==> src/rtl/tz80_bus_target.sv <==
// tz80_bus_target: CPU bus target that puts an async SRAM and a small internal
// I/O page (LED register, free-running timer with a latched high byte) behind
// a locked/advance handshake.
// Latency: I/O page accesses complete in the same cycle (zero wait).
//          SRAM accesses take WAIT+3 cycles: IDLE, WAIT+1 RUN cycles, then HOLD.
// Backpressure: locked=0 stalls the CPU, which holds address/we/o_data steady
//          until locked=1.
// Ports:
//   clock, resetn      rising-edge clock, synchronous active-low reset
//   address, o_data,   CPU address, write data and write strobe
//   we
//   i_data, locked     CPU read data (0xFF unless locked) and advance enable
//   sram_a, sram_d_o,  registered SRAM address, write data and strobes
//   sram_we_n,
//   sram_oe_n
//   sram_d_i           SRAM read data
//   leds               LED port register
module tz80_bus_target #(
  parameter int unsigned WAIT    = 2,
  parameter logic [7:0]  IO_PAGE = 8'hFF
) (
  input  logic        clock,
  input  logic        resetn,
  input  logic [15:0] address,
  input  logic [7:0]  o_data,
  input  logic        we,
  output logic [7:0]  i_data,
  output logic        locked,
  output logic [15:0] sram_a,
  output logic [7:0]  sram_d_o,
  input  logic [7:0]  sram_d_i,
  output logic        sram_we_n,
  output logic        sram_oe_n,
  output logic [7:0]  leds
);

  localparam logic [3:0] WAIT_CNT = 4'(WAIT);

  typedef enum logic [1:0] {
    IDLE = 2'd0,
    RUN  = 2'd1,
    HOLD = 2'd2
  } state_e;

  state_e      state_q, state_d;
  logic [3:0]  cnt_q;
  logic [15:0] sram_a_q;
  logic [7:0]  sram_d_o_q;
  logic        sram_we_n_q;
  logic        sram_oe_n_q;
  logic [7:0]  rdata_q;
  logic [7:0]  leds_q;
  logic [15:0] timer_q;
  logic [7:0]  hi_latch_q;

  logic        io_hit;
  logic        idle_eff;
  logic        io_acc;
  logic [7:0]  io_rdata;

  assign io_hit = (address[15:8] == IO_PAGE);

  // While reset is held the outputs behave as if in IDLE, even during the
  // single cycle before the synchronous reset has pulled state_q back.
  assign idle_eff = (state_q == IDLE) || !resetn;

  // An I/O access completes (and may have side effects) only on an edge
  // where locked=1 and reset is not being applied.
  assign io_acc = resetn && (state_q == IDLE) && io_hit;

  always_comb begin
    io_rdata = 8'hFF;
    case (address[7:0])
      8'h00:   io_rdata = leds_q;
      8'h01:   io_rdata = timer_q[7:0];
      8'h02:   io_rdata = hi_latch_q;
      default: io_rdata = 8'hFF;
    endcase
  end

  // State register
  always_ff @(posedge clock) begin
    if (!resetn) begin
      state_q <= IDLE;
    end else begin
      state_q <= state_d;
    end
  end

  // Next-state logic
  always_comb begin
    state_d = state_q;
    case (state_q)
      IDLE:    if (!io_hit) state_d = RUN;
      RUN:     if (cnt_q == 4'd0) state_d = HOLD;
      HOLD:    state_d = IDLE;
      default: state_d = IDLE;
    endcase
  end

  // Outputs
  always_comb begin
    locked = 1'b0;
    i_data = 8'hFF;
    if (idle_eff) begin
      if (io_hit) begin
        locked = 1'b1;
        i_data = io_rdata;
      end
    end else if (state_q == HOLD) begin
      locked = 1'b1;
      i_data = rdata_q;
    end
  end

  // SRAM datapath, wait counter and I/O registers
  always_ff @(posedge clock) begin
    if (!resetn) begin
      cnt_q       <= 4'd0;
      sram_a_q    <= 16'h0000;
      sram_d_o_q  <= 8'h00;
      sram_we_n_q <= 1'b1;
      sram_oe_n_q <= 1'b1;
      rdata_q     <= 8'h00;
      leds_q      <= 8'h00;
      timer_q     <= 16'h0000;
      hi_latch_q  <= 8'h00;
    end else begin
      timer_q <= timer_q + 16'd1;

      case (state_q)
        IDLE: begin
          if (!io_hit) begin
            // Address, data and direction are frozen here so the SRAM sees
            // stable values for the whole RUN phase.
            sram_a_q    <= address;
            sram_d_o_q  <= o_data;
            sram_we_n_q <= ~we;
            sram_oe_n_q <= we;
            cnt_q       <= WAIT_CNT;
          end
        end
        RUN: begin
          if (cnt_q == 4'd0) begin
            rdata_q     <= sram_d_i;
            sram_we_n_q <= 1'b1;
            sram_oe_n_q <= 1'b1;
          end else begin
            cnt_q <= cnt_q - 4'd1;
          end
        end
        default: ;
      endcase

      if (io_acc) begin
        if (we && (address[7:0] == 8'h00)) begin
          leds_q <= o_data;
        end
        // Reading the low byte freezes the high byte so a following read of
        // xx02 yields a consistent 16-bit value.
        if (!we && (address[7:0] == 8'h01)) begin
          hi_latch_q <= timer_q[15:8];
        end
      end
    end
  end

  assign sram_a    = sram_a_q;
  assign sram_d_o  = sram_d_o_q;
  assign sram_we_n = sram_we_n_q;
  assign sram_oe_n = sram_oe_n_q;
  assign leds      = leds_q;

endmodule

==> config.mk <==
export PLATFORM = sky130hd
export DESIGN_NAME = tz80_bus_target
export DESIGN_NICKNAME = d
export VERILOG_FILES = /design/src/rtl/tz80_bus_target.sv
export SDC_FILE = /design/constraint.sdc
export NUM_CORES = 1
export LEC_CHECK = 0
export ABC_AREA = 1
export CAP_MARGIN = 20
export CORE_ASPECT_RATIO = 1.1
export CORE_MARGIN = 2
export CORE_UTILIZATION = 46
export DETAILED_ROUTE_END_ITERATION = 8
export HOLD_SLACK_MARGIN = 0.03
export PLACE_DENSITY = 0.77
export SYNTH_ARGS = -nofsm -noshare
export SYNTH_HDL_FRONTEND = slang
export SYNTH_SLANG_ARGS = --single-unit
==> constraint.sdc <==
create_clock -name clock -period 1.5 [get_ports clock]
set_clock_uncertainty 0.1 [all_clocks]
set_input_delay 0.3 -clock clock [delete_from_list [all_inputs] [get_ports clock]]
set_output_delay 0.3 -clock clock [all_outputs]
set_load 0.02 [all_outputs]
Yosys cells after proc, flatten, opt, wreduce, memory -nomap -nowiden
Cells that the tools add are included.
Widths: inputs -> output; s select.
- ROM bits: 0
- bits in latches: 0
- logic and storage cells: 58
- input port bits: 35
- flip-flop bits (word level): 72
- RAM bits: 0
- memories kept: 0
- output and inout bits: 43
- shift operators: 0
- equality and inequality tests: 8
- muxes and demuxes: 18
- div/mod/pow operators: 0
- bitwise operators: 2
- reductions and logical operators: 18
- magnitude comparators: 0
- $mul: 0
- $add $sub $neg: 2
- operator list (kind ; count):
    $mux 8 ; 3
    $pmux 8 s3 ; 1
    $add 16x1->16 const B ; 1
    $reduce_and 2->1 ; 5
    $eq 8x1->1 const B ; 1
    $eq 8x2->1 const B ; 1
    $eq 8x8->1 const B ; 1
    $logic_not 8->1 ; 1
    $mux 4 ; 2
    $pmux 4 s2 ; 1
    $mux 1 ; 6
    $ne 2x2->1 const B ; 3
    $reduce_and 3->1 ; 2
    $logic_and 1x1->1 ; 4
    $logic_not 4->1 ; 1
    $mux 2 ; 2
    $pmux 1 s2 ; 2
    $pmux 2 s2 ; 1
    $sub 4x1->4 const B ; 1
    $eq 2x1->1 const B ; 1
    $eq 2x2->1 const B ; 1
    $logic_not 1->1 ; 2
    $logic_not 2->1 ; 1
    $not 1->1 ; 2
    other kinds (2) ; 2

Depth between registers and ports, before layout
- word-level depth: 4
- depth in mapped cells: 8
- mapped depth without buffers: 8

Least setup slack after synthesis
Ideal clock, no wire load.
- kind: input port to output port
- from: input address[13]
- to: output locked
- slack: -0.225 ns
- data arrival time: 1.325 ns
- path buffers: 1
- cell stages on the path: 5
- required time: 1.100 ns
- cells stage by stage: nand2_1 nor2_4 nand2_4 clkbuf_1 o21ai_0
- cells in the longest elaborated chain, start to end: 3
- RTL lines (what ; line ; RTL):
    start: declaration ; 24 ; input logic [15:0] address,
    $eq 8x8->1 ; 61 ; assign io_hit = (address[15:8] == IO_PAGE);
    $mux 1 ; 106 ; if (io_hit) begin
    $mux 1 ; 105 ; if (idle_eff) begin
    end: declaration ; 28 ; output logic locked,
No other way between the ends.

Worst setup path after layout
- from: register state_q[1]
- to: output i_data[4]
- cells in the longest elaborated chain, start to end: 3
- elaborated cells between the ends (all ways): 5
- those cells by class: eq/ne: 1; mux: 2; reduce/logical: 2
- RTL lines (what ; line ; RTL):
    start: declaration ; 45 ; state_e state_q, state_d;
    start signal: assignment ; 86 ; state_q <= state_d;
    $eq 2x2->1 or $logic_not 2->1 (tied branches) ; 110, 65 ;
    $mux 8 or $logic_or 1x1->1 (tied branches) ; 110, 65 ;
    $mux 8 * ; 105 ;
    end: declaration ; 27 ; output logic [7:0] i_data,
Every way passes the cells marked *; elsewhere a longest branch is shown, timed or not.

==> flow_summary.json <==
{
  "status": "finished with violations",
  "failed_checks": "setup timing",
  "cts_tree": "yes",
  "worstSetupPathType": "flip-flop to output pin",
  "htreeDepth": 3,
  "fin_util": 0.725,
  "worstSetupEndpointType": "output pin",
  "antenna_cells": 0,
  "yosysSeqAreaShare": 0.413,
  "synth_seq_cells": 72,
  "max_freq_mhz": 526,
  "core_area_mm2": 0.00739,
  "setup_viol": 28,
  "powerDensity_mw_per_mm2": 969,
  "crit_chain": "buf_4 -> nand3_1 -> buf_4 -> nor2_1 -> nor2_4 -> buf_6",
  "clk_latency_ns": 0.36,
  "finalCriticalPeriod_ns": 1.90,
  "area_growth_pct": 53.6,
  "portBuffers": 77,
  "std_cell_rows": 33,
  "grt.total_usage": 0.284,
  "overflow": 0,
  "die_w_um": 87.0,
  "start_util": 0.472,
  "cp_max_fo": 8,
  "syn_area_mm2": 0.00349,
  "vias": 3821,
  "synth_cell_types": 30,
  "grt_first_pass_wirelength_um": 18200,
  "dr.pass1.iters": 5,
  "fin_area_mm2": 0.00536,
  "die_y_um": 95.3,
  "antenna_found_initial": 0,
  "drtIter0Drc": 248,
  "ctsRootBufferMaster": "clkbuf_8",
  "ys.warnings.count": 0,
  "ant_nets": 0,
  "slew_headroom": 0.691,
  "rsz0062_at_grt": "true",
  "syn_area_per_cell_um2": 7.27,
  "dp_cells": 668,
  "dp_hpwl_um": 6780,
  "tightestPinTransition_ns": 0.463,
  "final_common_cell": "nand2_1",
  "start_kind": "flip-flop",
  "worstPathArrival_ns": 1.50,
  "slowest_delay_ns": 0.36,
  "peakVddDrop_v": 0.000670,
  "power_uw": 5190,
  "cap_violations": 0,
  "critPathBufInv": 3,
  "avgRoutedWirePerCell_um": 16.1,
  "postCtsHoldBufs": 0,
  "post_drt_via_cell_ratio": 5.42,
  "placed_area_mm2": 0.00464,
  "drive_gt1_frac": 0.328,
  "crit_top_cell": "buf_4",
  "die_area_mm2": 0.00830,
  "clock-sinks": 72,
  "synthesis.nets": 518,
  "gp_congestion": 0.863,
  "netlist_instances": 480,
  "hp-class": "input port to flip-flop",
  "crit_slowest_cell": "dfxtp_2",
  "finalNonFillerCells": 705,
  "leakage_uw": 0.00242,
  "required_ns": 1.10,
  "path_clk_slew_ns": 0.08,
  "grt_max_degree": 40,
  "fin_nets": 652,
  "cts.path.max_buffers": 2,
  "setup_tns_ns": -5.64,
  "drt_wl_total_um": 11400,
  "post-route-drc-count": 0,
  "fin_ws_ns": -0.401,
  "mostFrequentLayoutCells": "75 x nand2_1, 68 x dfxtp_1, 60 x nor2_1, 51 x nand3_1, 51 x buf_4",
  "grt_pass1_vias": 3868,
  "drv_slew": 0,
  "hold_violations": 0,
  "fin_crit_sh": 1.27,
  "crit_family": "buffers and inverters",
  "numCtsBuffers": 9,
  "io_pins": 78
}
worst paths after layout:
check                           cells past startpoint  startpoint  slack (ns)             to
worst max-delay path                                6  state_q[1]       -0.40      i_data[4]
worst min-delay path                                3  address[4]        0.14      sram_a[4]
worst max register to register                      9  state_q[1]       -0.11  hi_latch_q[0]
worst min register to register                      2   sram_a[1]        0.36      sram_a[1]
power by group:
group | switching (uW) | total [uW] | internal [uW] | leakage (uW)
clock | 749 | 1520 | 770 | 0.0000975
combinational | 851 | 1460 | 609 | 0.00173
sequential | 110 | 2210 | 2100 | 0.000590
repair_timing:
item / 4_1_cts / 5_1_grt
gates resized for setup: 219 / 26
endpoints found under the setup margin: 91 / 72
pin swaps: 35 / 3
setup buffers: 12 / 6
gates cloned: 8 / 0
sequential cells by signal, summed over array words and instances (netlist names), 2 cells and up:
register,count
sram_a,16
timer_q,16
hi_latch_q,8
leds,8
rdata_q,8
sram_d_o,8
cnt_q,4
state_q,2
synth_stat cells:
master,count,area [um2]
o21ai_0,15,75.1
ha_1,3,37.5
o21bai_1,12,90.1
clkbuf_4,1,7.51
xnor2_1,1,8.76
dfxtp_1,72,1440
buf_4,4,30.0
nor2_1,79,297
o21bai_2,4,45.0
nand3_4,2,35.0
nand4_1,2,12.5
inv_1,28,105
buf_2,6,30.0
nand3_1,60,300
xor2_1,2,17.5
buf_6,4,45.0
a21oi_1,40,200
inv_4,1,6.26
clkbuf_1,6,22.5
nand2_1,88,330
nor2_2,5,31.3
nand2_4,3,33.8
o21a_1,1,7.51
nor3_1,21,105
nand2_2,5,31.3
nor2_4,6,67.6
nor2_8,2,40.0
inv_2,4,15.0
o21ai_1,2,10.0
nor3_2,1,10.0
stage by stage:
step                hold WS, ns  setup slack (ns)
finish                    0.139            -0.401
global route              0.161            -0.473
CTS                       0.140            -0.362
detailed placement        0.355             -1.16
global placement          0.348             -1.11
floorplan                 0.330         -0.000105
worst min-delay path, stage by stage:
cell and delay (ns):
buf_2 0.12, nand3_1 0.07, a21oi_1 0.06
routing by layer:
layer / vias up / wire length (um) / GRT usage
li1: 1839 / - / -
met1: 1774 / 4360 / 0.309
met2: 156 / 5630 / 0.490
met3: 52 / 850 / 0.0805
met4: 0 / 533 / 0.167
met5: - / 0 / 0
logic make-up (layout without fill, tap and decap cells):
family,count (synthesis),in the layout,share of synthesized area
xor+xnor,3,3,0.00753
buf+inv,54,190,0.0750
fa+ha+maj,3,3,0.0108
flops,72,72,0.413
compound gates,74,74,0.123
simple gates,274,276,0.371
cell type report:
class                   instances  area, um2
clock buffers                  13        179
clock inverters                 2       12.5
fillers                       537       2030
inverters                      33        131
multi-input cells             356       2120
flip-flops and latches         72       1450
well taps                      87        109
repair buffers                141       1350
repair inverters                1       6.26
Power figures use the tool's default switching activity.
